$ cat src/rtl/dmem_pkg.sv
// dmem_pkg: shared state encoding, alignment mask and request record for the data-memory arbiter
package dmem_pkg;
  typedef enum logic [1:0] {IDLE, ACCESS, RESP} state_e;
  localparam logic [1:0] WORD_ALIGN_MASK = 2'b11;
  typedef struct packed {
    logic [31:0] addr;
    logic [31:0] wdata;
    logic        we;
  } req_t;
endpackage

$ cat src/rtl/dmem_arbiter_rr.sv
// rr_arbiter2: combinational two-way round-robin picker; on contention the requester that did not win last time gets the grant
module rr_arbiter2 (
  input  logic [1:0] valid_i,
  input  logic       last_grant_i,
  output logic [1:0] grant_o
);
  always_comb grant_o = &valid_i ? (last_grant_i ? 2'b01 : 2'b10) : valid_i;
endmodule

$ cat src/rtl/dmem_arbiter.sv
// dmem_arbiter: round-robin arbiter and one-access sequencer between fetch (port 0) and LSU (port 1) and a single-port data memory
module dmem_arbiter import dmem_pkg::*; #(
  parameter int ADDR_W     = 32,
  parameter int DATA_W     = 32,
  parameter bit RESET_PRIO = 1'b0
) (
  input  logic              clk,
  input  logic              reset,
  input  logic              req0_valid,
  output logic              req0_ready,
  input  logic [ADDR_W-1:0] req0_addr,
  input  logic [DATA_W-1:0] req0_wdata,
  input  logic              req0_we,
  output logic              rsp0_valid,
  input  logic              rsp0_ready,
  output logic [DATA_W-1:0] rsp0_rdata,
  output logic              rsp0_err,
  input  logic              req1_valid,
  output logic              req1_ready,
  input  logic [ADDR_W-1:0] req1_addr,
  input  logic [DATA_W-1:0] req1_wdata,
  input  logic              req1_we,
  output logic              rsp1_valid,
  input  logic              rsp1_ready,
  output logic [DATA_W-1:0] rsp1_rdata,
  output logic              rsp1_err,
  output logic [ADDR_W-1:0] mem_address,
  output logic [DATA_W-1:0] mem_write_data,
  output logic              mem_read,
  output logic              mem_write,
  input  logic [DATA_W-1:0] mem_read_data
);
  if (DATA_W != 32) begin : g_dw_chk
    $error("dmem_arbiter: DATA_W must be 32");
  end
  if (ADDR_W < 3 || ADDR_W > 32) begin : g_aw_chk
    $error("dmem_arbiter: ADDR_W must be in 3..32");
  end
  state_e            state_q, state_d;
  req_t              req_q, req_d;
  logic              gnt_q, gnt_d, last_q, last_d, err_q, err_d;
  logic [DATA_W-1:0] rdata_q, rdata_d;
  logic [1:0]        grant;
  logic              aligned, rsp_ready;
  rr_arbiter2 u_arb (
    .valid_i      ({req1_valid, req0_valid}),
    .last_grant_i (last_q),
    .grant_o      (grant)
  );
  assign aligned   = (req_q.addr[1:0] & WORD_ALIGN_MASK) == 2'b00;
  assign rsp_ready = gnt_q ? rsp1_ready : rsp0_ready;
  always_ff @(posedge clk or posedge reset) begin
    if (reset) begin
      state_q <= IDLE;
      req_q   <= '0;
      gnt_q   <= 1'b0;
      last_q  <= ~RESET_PRIO;
      rdata_q <= '0;
      err_q   <= 1'b0;
    end else begin
      state_q <= state_d;
      req_q   <= req_d;
      gnt_q   <= gnt_d;
      last_q  <= last_d;
      rdata_q <= rdata_d;
      err_q   <= err_d;
    end
  end
  always_comb begin
    state_d = state_q;
    req_d   = req_q;
    gnt_d   = gnt_q;
    last_d  = last_q;
    rdata_d = rdata_q;
    err_d   = err_q;
    if (state_q == IDLE && |grant) begin
      state_d     = ACCESS;
      gnt_d       = grant[1];
      last_d      = grant[1];
      req_d.addr  = grant[1] ? 32'(req1_addr) : 32'(req0_addr);
      req_d.wdata = grant[1] ? req1_wdata : req0_wdata;
      req_d.we    = grant[1] ? req1_we : req0_we;
    end else if (state_q == ACCESS) begin
      state_d = RESP;
      rdata_d = (aligned && !req_q.we) ? mem_read_data : '0;
      err_d   = !aligned;
    end else if (state_q == RESP && rsp_ready) begin
      state_d = IDLE;
      rdata_d = '0;
      err_d   = 1'b0;
    end
  end
  // Ready is masked during reset so the ports show reset values even while requests are held.
  always_comb begin
    req0_ready     = state_q == IDLE && grant[0] && !reset;
    req1_ready     = state_q == IDLE && grant[1] && !reset;
    rsp0_valid     = state_q == RESP && !gnt_q;
    rsp1_valid     = state_q == RESP && gnt_q;
    rsp0_rdata     = gnt_q ? '0 : rdata_q;
    rsp1_rdata     = gnt_q ? rdata_q : '0;
    rsp0_err       = err_q && !gnt_q;
    rsp1_err       = err_q && gnt_q;
    mem_address    = req_q.addr[ADDR_W-1:0];
    mem_write_data = req_q.wdata;
    mem_read       = state_q == ACCESS && aligned && !req_q.we;
    mem_write      = state_q == ACCESS && aligned && req_q.we;
  end
endmodule

$ cat config.mk
export PLATFORM = sky130hd
export DESIGN_NAME = dmem_arbiter
export DESIGN_NICKNAME = d
export VERILOG_FILES = /design/src/rtl/dmem_pkg.sv /design/src/rtl/dmem_arbiter_rr.sv /design/src/rtl/dmem_arbiter.sv
export SDC_FILE = /design/constraint.sdc
export NUM_CORES = 1
export LEC_CHECK = 0
export BUFFER_PORTS_ARGS = -buffer_cell sky130_fd_sc_hd__buf_2
export CORE_AREA = 2 2 100 150
export DETAILED_ROUTE_END_ITERATION = 10
export DIE_AREA = 0 0 102 152
export PLACE_DENSITY = 0.79
export SETUP_SLACK_MARGIN = 0.3
export SLEW_MARGIN = 5
export SYNTH_ARGS = -nofsm -noshare
export SYNTH_HDL_FRONTEND = slang
export SYNTH_SLANG_ARGS = --single-unit
$ cat constraint.sdc
create_clock -name clk -period 4.32 [get_ports clk]
set_input_delay 0.864 -clock clk [delete_from_list [all_inputs] [get_ports clk]]
set_output_delay 0.864 -clock clk [all_outputs]
set_load 0.01 [all_outputs]
* Word-level counts from Yosys, hierarchy flattened
Index checks and enable logic that the tools add are counted.
Storage, ports and cells: latch bits 0, word-level logic and storage cells 52, memories kept 0, RAM bits 0, flip-flop bits (word level) 102, memory bits (read-only) 0, input port bits 168
Operators by class: multiply operators 0, shift operators 0, divide/modulo/power cells 0, reductions and logical operators 25, mux-type cells 16, equal/unequal tests 2, bitwise gates (word level) 1, $add $sub $neg 0, $lt $le $gt $ge 0
Operator list (count):
- $mux W32 | 7
- $logic_and A1 B1 Y1 | 14
- $mux W2 | 5
- $logic_not A1 Y1 | 4
- $logic_not A2 Y1 | 2
- $mux W1 | 4
- $reduce_and A2 Y1 | 2
- $reduce_bool A3 Y1 | 1
- $eq A2 B1 Y1 const B | 1
- $eq A2 B2 Y1 const B | 1
- $reduce_bool A2 Y1 | 1
- $reduce_or A2 Y1 | 1
- $not A1 Y1 | 1

* Longest topological paths before layout
Gate-level depths: netlist (run 1).
depth after elaboration 6, gate-level depth with buffers 5, depth with buffers taken out 3

* By module
Synthesis (run 1) repeated with hierarchy kept, for this count alone.
Second synthesis, totals: cells, all modules 448, area total of the unflattened synthesis 5694.2 µm²
Modules (own cells, without submodules):
- dmem_arbiter | area each 5675.4 µm², cells each 445, sequential area each 2553.7 µm², times used 1
- rr_arbiter2 | area each 18.8 µm², cells each 3, sequential area each 0.0 µm², times used 1

* Worst setup path after synthesis (run 1)
No wires, ideal clock.
path kind input-to-output, from input port reset, to output port req1_ready, required time 3.456 ns, path buffers 0, stages 2, slack 0.002 ns, arrival time 3.454 ns, cell sequence inv_1 > and3_1
Between the ends: cells in the longest elaborated chain, start to end 2
RTL lines:
- from (decl) | RTL line dmem_arbiter.sv:8 | input logic reset,
- $logic_not A1 Y1 | RTL line dmem_arbiter.sv:96 | req1_ready = state_q == IDLE && grant[1] && !reset;
- $logic_and A1 B1 Y1 | RTL line dmem_arbiter.sv:96
- to (decl) | RTL line dmem_arbiter.sv:19 | output logic req1_ready,
No other way between the ends.

* Final worst setup path (run 1)
from register state_q[0], to output port req1_ready
Between the ends: cells in the longest elaborated chain, start to end 3
RTL lines:
- from (decl) | RTL line dmem_arbiter.sv:39 | state_e state_q, state_d;
- from (signal assigned) | RTL line dmem_arbiter.sv:61 | state_q <= state_d;
- $logic_not A2 Y1 | RTL line dmem_arbiter.sv:96
- $logic_and A1 B1 Y1 (2 in series) | RTL line dmem_arbiter.sv:96
No other way between the ends.

==> summary.txt, run 1 <==
Timing
  • Worst Clk Skew: 0.0129 ns
  • Final Setup Violations: 0
  • Final hold viol count: 0
  • RSZ-0062 raised after global routing: false
  • TNS Setup: 0 ns
  • Fmax: 0.361 GHz
  • Period utilisation layout: 64.1%
  • Slew HR: 37.9%
  • Slew Limit Fails: 0
  • Tightest Pin Transition: 0.932 ns
  • Fin crit period: 2.77 ns

Power
  • Clock power frac: 19.9%
  • Cell Int Power: 2.49 mW
  • Seq pwr share: 39.7%
  • Total Power: 4.20 mW
  • Sw Ratio: 40.7%
  • Max IR drop VDD: 0.351 mV
  • P_leak: 3.56 nW
  • Power share of the combinational group: 40.4%
  • Pwr dens: 617 nW/um^2
  • Psw: 1.71 mW

Min path
  • HP Class: flop to flop

Final layout
  • Area of the multi-input gates: 2120 sq um
  • Register area: 2550 sq um
  • Share of cells above drive strength 1: 41.6%
  • ANT cells: 0
  • Fill cells: 1,474
  • Area growth syn-to-layout: 25.8%
  • Net count, final: 977
  • Final Util: 47.6%

Placement
  • # port buffers: 303
  • Hpwl dp: 11.3 mm
  • Routability cong.: 0.876

Floorplanning
  • DIE WIDTH: 102 microns
  • Rows: 54
  • Top-Level Pins: 304
  • Die ar.: 15,500 sq um
  • CORE AREA: 14,300 sq um
  • Initial Util: 37.8%
  • Die Ht: 152 microns

Logic synthesis
  • EDFF count, synth: 0
  • Synth top cells by count: 131 x nand2_1, 101 x dfrtp_1, 67 x buf_4, 65 x a21oi_1, 65 x a31oi_1
  • Area contributors post-synth: dfrtp_1 47%, buf_4 9.3%, nand2_1 9.1%
  • Synthesized flop and latch total: 102
  • Ys async rst share: 100%
  • Mapped cell area: 5420 sq um
  • Syn avg cell area: 9.06 sq um
  • Synth area leader: dfrtp_1
  • Mapped Cells: 598
  • Sequential share of the synthesized area: 47.1%
  • Ys Warns: 0
  • Cell with the most instances after synthesis: nand2_1
  • Dominant synthesized flop cell: dfrtp_1
  • Yosys top cell area share: 46.6%
  • Net count after synthesis: 766
  • Netlist cell types: 27

Clocking
  • Clock-pin transition on the worst setup and hold timing paths: 0.07 ns
  • Root Driver: clkbuf_16
  • CTS resizes: 0
  • CTS Buffer Depth: 2
  • CTS tree: built
  • H-Tree Depth: 3
  • Hold-fix buffers, CTS: 0
  • Skew-Pair Late Insertion Delay: 0.34 ns
  • Post-CTS Setup Bufs: 0
  • Clock sink total: 102
  • TritonCTS Buffers: 9

Critical path
  • Critical path class: flop to output port
  • CP max FO: 23
  • CP Capture Type: output port
  • Critical Path Source Type: flop
  • CP required: 3.46 ns
  • Worst EP arrival: 1.91 ns

Global routing
  • GR Overflow Total: 0
  • GRT busiest layer: met2
  • GR met2 Demand/Resource: 35.2%
  • GR Util met3: 3.40%
  • Gr usage total: 19.9%
  • First-pass GRT wire length: 24.5 mm
  • Initial antenna violation count: 0
  • GR Util met1: 23.7%
  • Vias in the first global route: 4,933
  • Largest net degree at the start of global routing: 71

Flow run
  • Maxcap violations: 0

Status
  • Outcome: finished, final reports clean

Routing
  • Vias per std cell: 5.00
  • Total number of vias: 5,051
  • DR iter-0 viols: 206
  • DR pass1 iterations: 4
  • WL/cell: 15.7 microns
  • Detailed Route WL: 15.8 mm
  • DRC: 0
  • Final antenna-violating net count: 0
metrics by stage:
stage,cell area (sq um),cells,hold WS (ns),setup WS [ns]
floorplan,5420,598,0.463,0.683
global placement,6520,994,0.493,1.66
detailed placement,6520,994,0.490,1.61
CTS,6820,1010,0.516,1.55
global route,6820,1010,0.533,1.40
finish,6820,1010,0.511,1.55
sequential cells by signal, summed over array words and instances, names as in the netlist:
signal / cells
mem_address: 32
req_q: 1
rdata_q: 32
mem_write_data: 32
state_q: 2
gnt_q: 1
err_q: 1
last_q: 1
worst paths after layout:
| path | end | slack (ns) | cells after the start | from |
|---|---|---|---|---|
| worst min-delay path | rdata_q[24]$_DFFE_PP0P_ | 0.51 | 1 | rdata_q[24]$_DFFE_PP0P_ |
| max in group asynchronous | rdata_q[17]$_DFFE_PP0P_ | 2.43 | 4 | reset |
| worst max-delay path | req1_ready | 1.55 | 4 | state_q[0]$_DFFE_PP0P_ |
| worst min register to register | rdata_q[24]$_DFFE_PP0P_ | 0.51 | 1 | rdata_q[24]$_DFFE_PP0P_ |
| min in group asynchronous | mem_address[15]$_DFFE_PP0P_ | 0.69 | 3 | reset |
| worst max register to register | mem_write_data[11]$_DFFE_PP0P_ | 1.59 | 5 | state_q[0]$_DFFE_PP0P_ |
power groups by stage:
stage          sequential [mW]  combinational (mW)  clock [mW]
2_1_floorplan             1.53                1.60           0
3_3_place_gp              1.67                1.68           0
3_5_place_dp              1.68                1.73           0
4_1_cts                   1.67                1.72       0.858
5_1_grt                   1.73                1.88       0.901
6_report                  1.67                1.70       0.835
worst max-delay path, stage by stage (launching register included):
cell and delay, ns:
dfrtp_1 0.46, nor2_4 0.43, buf_4 0.35, and3_1 0.19
buf_2 0.14
placed cells by master (no fill, tap or decap):
cell type   count
a21bo_2         1
clkbuf_16       9
and2_1         34
a22o_1         34
a21boi_4        1
a21oi_1        65
a21o_1          1
bufinv_16       1
dfrtp_1       100
o2bb2ai_1       1
buf_4           9
inv_1           1
o21bai_1        1
nor2_1          1
and2_2          1
or2_2           1
a31oi_1        65
and3_1          2
dfrtp_2         1
clkinvlp_4      2
nand2b_1        1
clkinv_2        1
dfstp_2         1
a21oi_4         1
nor3_1          2
nor2b_1        36
inv_6           4
mux2_4          1
nor2_4          1
nor4_4          1
buf_2         303
nand2_1       131
cell type report:
class	instances	area share, %
inverter	2	0.165
clock inverter	7	1.14
sequential	102	37.5
timing repair buffer	312	23.2
clock buffer	9	3.30
tap	196	3.60
multi-input combinational	382	31.1
layer usage:
metal / vias to the layer above / wire [microns]
met5: - / 0
met3: 30 / 934
met1: 2388 / 6150
li1: 2403 / -
met4: 0 / 419
met2: 230 / 8330
cells by family (layout without fill, tap and decap cells):
logic type             after synthesis  after routing  synth area share [%]
AOI/OAI and AO/OA                  170            170                  20.1
buffers and inverters              114            330                  14.0
DFF                                102            102                  47.1
muxes                                1              1                 0.277
and+or+nand+nor                    211            211                  18.5
(Power assumes the default switching activity.)
==> run 2: changes to the inputs <==
--- a/config.mk
+++ b/config.mk
@@ -9,7 +9,7 @@
 export CORE_AREA = 2 2 100 150
 export DETAILED_ROUTE_END_ITERATION = 10
 export DIE_AREA = 0 0 102 152
-export PLACE_DENSITY = 0.79
+export PLACE_DENSITY = 0.77
 export SETUP_SLACK_MARGIN = 0.3
 export SLEW_MARGIN = 5
 export SYNTH_ARGS = -nofsm -noshare
==> constraint.sdc (replaced) <==
create_clock -name clk -period 2.8 [get_ports clk]
set_input_delay 0.56 -clock clk [delete_from_list [all_inputs] [get_ports clk]]
set_output_delay 0.56 -clock clk [all_outputs]
set_load 0.01 [all_outputs]
==> run 2 against run 1 <==
Effect of this change:
- via count shrank 1.4%
- setup slack lost 1.1 ns
- routed wire length shrank 2.5%
- clock-buffer cell count grew 3
- flip-flop and latch count is the same
- non-clock buffer count grew 3
- final cell count grew 0.30%
- largest power group unchanged
==> summary.txt, run 2 (same netlist as run 1, synthesis figures left out) <==
Routing
  • Detailed Route WL: 15.4 mm (-2.5%)
  • DR pass1 iterations: 7 (+3)
  • Total number of vias: 4,980 (-1.4%)
  • Vias per std cell: 4.92 (-1.7%)
  • WL/cell: 15.2 microns (-2.8%)
  • Final antenna-violating net count: 0 (unchanged)
  • Met2 WL: 8.03 mm (-3.5%)
  • Max layer used: met4
  • DR iter-0 viols: 222 (+7.8%)
  • Met3 routed WL: 1.07 mm (+14%)
  • Met1 WL: 5.96 mm (-3.2%)
  • DRC: 0 (unchanged)

Timing
  • Fin crit period: 2.39 ns
  • Final hold viol count: 0 (unchanged)
  • Tightest Pin Transition: 0.779 ns (-0.152 ns)
  • Worst Clk Skew: 0.00989 ns (-0.00303 ns)
  • Final Setup Violations: 0 (unchanged)
  • Fmax: 0.418 GHz
  • Period utilisation layout: 85.5%
  • TNS Setup: 0 ns (unchanged)
  • RSZ-0062 raised after global routing: false
  • Slew HR: 48.0% (+10 points)
  • Slew Limit Fails: 0 (unchanged)

Min path
  • HP Class: input port to async pin

Clocking
  • CTS Buffer Depth: 2 (unchanged)
  • Post-CTS Setup Bufs: 0 (unchanged)
  • TritonCTS Buffers: 9 (unchanged)
  • Clock sink total: 102 (unchanged)
  • CTS resizes: 0 (unchanged)
  • Root Driver: clkbuf_16
  • CTS tree: built
  • H-Tree Depth: 3 (unchanged)
  • Clock-pin transition on the worst setup and hold timing paths: 0.07 ns (about the same)
  • Hold-fix buffers, CTS: 0 (unchanged)
  • Skew-Pair Late Insertion Delay: 0.34 ns (about the same)

Placement
  • Routability cong.: 0.905 (+3.3%)
  • # port buffers: 303 (unchanged)
  • Hpwl dp: 11.3 mm (about the same)
  • Post-DP Area: 6570 sq um (+0.73%)

Final layout
  • Register area: 2550 sq um (unchanged)
  • Area of the multi-input gates: 2120 sq um (unchanged)
  • Net count, final: 980 (+0.31%)
  • Share of cells above drive strength 1: 41.6% (about the same)
  • Commonest non-fill, non-tap cell in the layout: buf_2
  • Commonest cells after routing, fill and taps aside: 303 x buf_2, 131 x nand2_1, 100 x dfrtp_1
  • Design Area, Final: 6850 sq um (+0.40%)
  • Area growth syn-to-layout: 26.3%
  • ANT cells: 0 (unchanged)
  • Fill cells: 1,449 (-1.7%)

Floorplanning
  • Die Ht: 152 microns (unchanged)
  • Rows: 54 (unchanged)
  • Top-Level Pins: 304 (unchanged)
  • Die ar.: 15,500 sq um (unchanged)
  • DIE WIDTH: 102 microns (unchanged)
  • CORE AREA: 14,300 sq um (unchanged)
  • Initial Util: 37.8% (unchanged)

Global routing
  • Vias in the first global route: 4,713 (-4.5%)
  • Initial antenna violation count: 0 (unchanged)
  • First-pass GRT wire length: 23.8 mm (-2.9%)
  • Largest net degree at the start of global routing: 103 (+45%)
  • Gr usage total: 19.3% (-0.64 points)
  • GR Overflow Total: 0 (unchanged)

Critical path
  • CP required: 2.24 ns (-1.22 ns)
  • Critical Path Source Type: flop
  • Worst-case reg-to-reg path depth: 4 (-1)
  • R2r startpoint: gnt_q$_DFFE_PP0P_
  • Reg2reg setup slack: 0.84 ns (-0.75 ns)
  • Critical path class: flop to output port
  • CP Capture Type: output port
  • Worst EP arrival: 1.83 ns (-0.08 ns)
  • R2r endpoint: rdata_q[17]$_DFFE_PP0P_
  • CP max FO: 29 (+26%)

Power
  • Max IR drop VDD: 0.625 mV (+78%)
  • Total Power: 6.43 mW (+53%)
  • P_leak: 3.56 nW (+0.21%)
  • Pwr dens: 938 nW/um^2 (+52%)

Status
  • Outcome: finished, final reports clean

Flow run
  • Maxcap violations: 0 (unchanged)
## run 2: worst max path at each step
stage	from	to	slack, ns	cells after the start
after floorplan	reset	req1_ready	-0.23	2
after global placement	req0_valid	req_q[0]$_DFFE_PP0P_	0.69	5
after detailed placement	req0_valid	mem_address[9]$_DFFE_PP0P_	0.67	5
after CTS	state_q[0]$_DFFE_PP0P_	req0_ready	0.32	5
after global routing	state_q[0]$_DFFE_PP0P_	req0_ready	0.31	5
final	state_q[0]$_DFFE_PP0P_	req0_ready	0.41	5
## run 2: cell type report
type                    count  area share (%)
clock buffers              12            3.60
repair buffers            315            23.9
inverters                   2           0.164
well taps                 196            3.58
multi-input cells         382            31.0
clock inverters             4           0.475
flip-flops and latches    102            37.3
## run 2: worst max-delay path: stages, from the launching register on
cell and delay [ns]:
dfrtp_1 0.46, nor2_4 0.16, buf_6 0.24, nand2_1 0.12
nor3_1 0.31, buf_2 0.20
## run 2: per-stage QoR
step,instances,utilization (%),hold slack [ns],worst slack (ns)
4_1_cts,1013,47.8,0.425,0.318
6_report,1013,47.8,0.414,0.407
2_1_floorplan,598,-,0.463,-0.229
3_5_place_dp,997,45.8,0.488,0.672
3_3_place_gp,997,45.8,0.491,0.691
5_1_grt,1013,47.8,0.433,0.309
## run 2: routing by layer
metal  vias to the layer above  GRT usage [%]
li1                       2412              -
met1                      2312           23.1
met2                       230           33.9
met3                        26           3.40
met4                         0           7.11
met5                         -              0
## run 2: power by group
part / internal [mW] / leakage [nW] / total [mW] / switching (mW)
clock: 0.634 / 0.129 / 1.19 / 0.552
combinational: 1.12 / 2.21 / 2.73 / 1.61
sequential: 2.07 / 1.23 / 2.51 / 0.441
==> run 3: changes to the inputs <==
--- a/config.mk
+++ b/config.mk
@@ -5,11 +5,14 @@
 export SDC_FILE = /design/constraint.sdc
 export NUM_CORES = 1
 export LEC_CHECK = 0
+export ABC_AREA = 1
 export BUFFER_PORTS_ARGS = -buffer_cell sky130_fd_sc_hd__buf_2
-export CORE_AREA = 2 2 100 150
+export CAP_MARGIN = 30
+export CORE_AREA = 2 2 105 158
 export DETAILED_ROUTE_END_ITERATION = 10
-export DIE_AREA = 0 0 102 152
-export PLACE_DENSITY = 0.77
+export DIE_AREA = 0 0 107 160
+export HOLD_SLACK_MARGIN = 0.05
+export PLACE_DENSITY = 0.75
 export SETUP_SLACK_MARGIN = 0.3
 export SLEW_MARGIN = 5
 export SYNTH_ARGS = -nofsm -noshare
==> run 3 against run 2 <==
Effect of this change:
- sequential power fell by 41%
- global-route usage rose by 1.1 points
- setup slack improved by 0.28 ns
- largest power group is now registers
- combinational power fell by 90%
- clock-buffer cell count shrank 3
- synthesized cell count up 47%
- synthesized area is 11% higher
- first-iteration DRC count grew 58%
- design area is 9.4% higher
==> summary.txt, run 3 <==
Status
  • Outcome: finished, final reports clean

Logic synthesis
  • Largest family of logic cells by synthesized area: simple AND/OR/NAND/NOR gates
  • Net count after synthesis: 1,050 (+37%)
  • Yosys top cell area share: 41.9% (-4.8 points)
  • Synthesized flop and latch total: 102 (unchanged)
  • Dominant synthesized flop cell: dfrtp_1
  • Synth area leader: dfrtp_1
  • Mux cell area share after synthesis: 0% (-0.28 points)
  • Mapped cell area: 6040 sq um (+11%)
  • Ys async rst share: 100% (unchanged)
  • Sequential share of the synthesized area: 42.3% (-4.8 points)
  • Syn avg cell area: 6.84 sq um (-24%)
  • Netlist cell types: 14 (-48%)
  • Area contributors post-synth: dfrtp_1 42%, nand2_1 23%, nand3_1 14%
  • Mapped Cells: 882 (+47%)
  • Synth top cells by count: 372 x nand2_1, 164 x nand3_1, 101 x dfrtp_1, 74 x inv_1, 67 x buf_4
  • Ys Warns: 0 (unchanged)
  • Synth Area in Simple Gates: 39.8% (+21 points)
  • EDFF count, synth: 0 (unchanged)
  • Synth Area in Compound Gates: 0.166% (-20 points)
  • Cell with the most instances after synthesis: nand2_1
  • XOR/XNOR share of the synthesized area: 0% (unchanged)
  • Post-Synth Adder-Cell Area: 0% (unchanged)

Clocking
  • CTS Buffer Depth: 2 (unchanged)
  • Hold-fix buffers, CTS: 0 (unchanged)
  • Post-CTS Setup Bufs: 0 (unchanged)
  • CTS tree: built
  • H-Tree Depth: 3 (unchanged)
  • Skew-Pair Late Insertion Delay: 0.34 ns (about the same)
  • Clock sink total: 102 (unchanged)
  • CTS resizes: 0 (unchanged)
  • Root Driver: clkbuf_16
  • TritonCTS Buffers: 9 (unchanged)
  • Clock-pin transition on the worst setup and hold timing paths: 0.08 ns (about the same)

Timing
  • Final Setup Violations: 0 (unchanged)
  • Worst Hold Margin: 0.390 ns (-0.0249 ns)
  • Tightest Pin Transition: 0.747 ns (-0.0322 ns)
  • Period utilisation layout: 75.5% (-10 points)
  • Fmax: 0.473 GHz (+13%)
  • Final hold viol count: 0 (unchanged)
  • Slew Limit Fails: 0 (unchanged)
  • RSZ-0062 raised after global routing: false
  • Worst Setup Slack, final: 0.687 ns (+0.280 ns)
  • Fin crit period: 2.11 ns (-0.280 ns)
  • TNS Setup: 0 ns (unchanged)
  • Worst Clk Skew: 0.00906 ns (-0.000829 ns)
  • Slew HR: 50.2% (+2.1 points)

Critical path
  • Critical path's most frequent cell: nor2_1
  • Worst path buffer plus inverter count: 1 (-1)
  • Reg2reg setup slack: 1.06 ns (+0.22 ns)
  • CP Capture Type: output port
  • Top delay family on crit path: simple AND/OR/NAND/NOR gates
  • Crit-path cells: nor2_1, nand3_2, nor2_1, buf_2
  • CP max FO: 7 (-76%)
  • Worst-case reg-to-reg path depth: 8 (+4)
  • Crit. path cell count: 4 (-1)
  • Critical Path Source Type: flop
  • Crit-path max cell delay: 0.40 ns (-0.06 ns)
  • Critical Path Sink: req0_ready
  • R2r endpoint: mem_write_data[6]$_DFFE_PP0P_
  • Crit path from: state_q[0]$_DFFE_PP0P_
  • Worst EP arrival: 1.55 ns (-0.28 ns)
  • R2r startpoint: last_q$_DFFE_PP1P_
  • Slowest library cell on the worst path: dfrtp_1
  • CP required: 2.24 ns (about the same)
  • Critical path class: flop to output port

Final layout
  • Final Util: 47.1% (-0.68 points)
  • Commonest non-fill, non-tap cell in the layout: nand2_1
  • Area growth syn-to-layout: 24.2%
  • Net count, final: 1,258 (+28%)
  • Commonest cells after routing, fill and taps aside: 369 x nand2_1, 303 x buf_2, 164 x nand3_1
  • ANT cells: 0 (unchanged)
  • Non-filler instance count after layout: 1,301 (+28%)
  • Share of cells above drive strength 1: 31.5% (-10 points)
  • Fill cells: 1,662 (+15%)
  • Design Area, Final: 7490 sq um (+9.4%)

Global routing
  • GR met2 Demand/Resource: 36.4% (+2.5 points)
  • Vias in the first global route: 5,744 (+22%)
  • Gr usage total: 20.4% (+1.1 points)
  • GR Util met1: 24.0% (+0.89 points)
  • GR Util met3: 3.35% (-0.057 points)
  • GR Overflow Total: 0 (unchanged)
  • First-pass GRT wire length: 27.9 mm (+17%)
  • Largest net degree at the start of global routing: 103 (unchanged)
  • Initial antenna violation count: 0 (unchanged)
  • GRT busiest layer: met2

Routing
  • Detailed Route WL: 17.5 mm (+14%)
  • DR pass1 iterations: 4 (-3)
  • Total number of vias: 6,121 (+23%)
  • Vias per std cell: 4.70 (-4.3%)
  • DR iter-0 viols: 351 (+58%)
  • WL/cell: 13.5 microns (-12%)
  • DRC: 0 (unchanged)
  • Final antenna-violating net count: 0 (unchanged)

Floorplanning
  • Die Ht: 160 microns (+5.3%)
  • Die ar.: 17,100 sq um (+10%)
  • Initial Util: 38.0% (+0.11 points)
  • CORE AREA: 15,900 sq um (+11%)
  • Top-Level Pins: 304 (unchanged)
  • Rows: 57 (+5.6%)
  • DIE WIDTH: 107 microns (+4.9%)

Placement
  • Pre-CTS setup slack: 0.725 ns (+0.0526 ns)
  • Placed Cells incl. Taps: 1,285 (+29%)
  • Routability cong.: 0.894 (-1.3%)
  • Hpwl dp: 12.7 mm (+12%)
  • # port buffers: 303 (unchanged)
  • Post-DP Area: 7190 sq um (+9.5%)

Power
  • Max IR drop VDD: 0.333 mV (-47%)
  • P_leak: 5.03 nW (+41%)
  • Pwr dens: 404 nW/um^2 (-57%)
  • Total Power: 3.03 mW (-53%)

Flow run
  • Maxcap violations: 0 (unchanged)

Min path
  • HP Class: input port to async pin
## run 3: changes by cell type after synthesis, sizes merged, moves of 2 or more
| cell | previous run | this run |
|---|---|---|
| a22o | 34 | 0 |
| a31oi | 65 | 0 |
| nor3 | 2 | 0 |
| o21ai | 0 | 2 |
| a21oi | 66 | 0 |
| nor2b | 36 | 0 |
| and3 | 2 | 0 |
| and2 | 35 | 0 |
| inv | 2 | 74 |
| clkbuf | 17 | 15 |
| nand3 | 0 | 166 |
| nand2 | 131 | 372 |
| buf | 95 | 108 |
| nor2 | 2 | 43 |
## run 3: worst register-to-register path, stage by stage, from the launching register on
cell	delay, ns
dfstp_2	0.56
nand2_2	0.07
buf_4	0.25
nand2_2	0.12
buf_4	0.36
nand2_1	0.14
nand2_1	0.08
nand2_1	0.05
nand2_1	0.07
## run 3: where the power goes
| group | internal (mW) | switching, mW | total [mW] |
|---|---|---|---|
| Combinational | 0.126 | 0.144 | 0.270 |
| Sequential | 1.47 | 0 | 1.47 |
| Clock | 0.706 | 0.579 | 1.29 |
| Total | 2.30 | 0.722 | 3.03 |
## run 3: routing by layer
metal	routed length (microns)	share of wire, %
met5	0	0
met4	571	3.3
met3	1050	6.0
met2	9030	51
met1	6880	39
## run 3: layout make-up
type | instances | area [sq um] | share of cell area, %
Sequential cell | 102 | 2550 | 34.1
Multi-Input combinational cell | 583 | 2420 | 32.3
Timing Repair Buffer | 320 | 1680 | 22.4
Inverter | 74 | 282 | 3.76
Tap cell | 206 | 258 | 3.44
Clock buffer | 9 | 225 | 3.01
Clock inverter | 7 | 80.1 | 1.07
## run 3: cell families (layout without fill, tap and decap cells)
group | Yosys count | in the layout
AND/OR/NAND/NOR | 581 | 581
buffers and inverters | 197 | 410
flip-flops | 102 | 102
AO/OA/AOI/OAI | 2 | 2
## run 3: worst min-delay path by stage
stage | from | to | slack, ns | depth (start not counted)
CTS | mem_read_data[15] | rdata_q[15]$_DFFE_PP0P_ | 0.40 | 3
finish | reset | rdata_q[6]$_DFFE_PP0P_ | 0.39 | 3
global route | mem_read_data[11] | rdata_q[11]$_DFFE_PP0P_ | 0.41 | 3
global placement | last_q$_DFFE_PP1P_ | last_q$_DFFE_PP1P_ | 0.47 | 2
floorplan | last_q$_DFFE_PP1P_ | last_q$_DFFE_PP1P_ | 0.45 | 2
detailed placement | last_q$_DFFE_PP1P_ | last_q$_DFFE_PP1P_ | 0.47 | 2
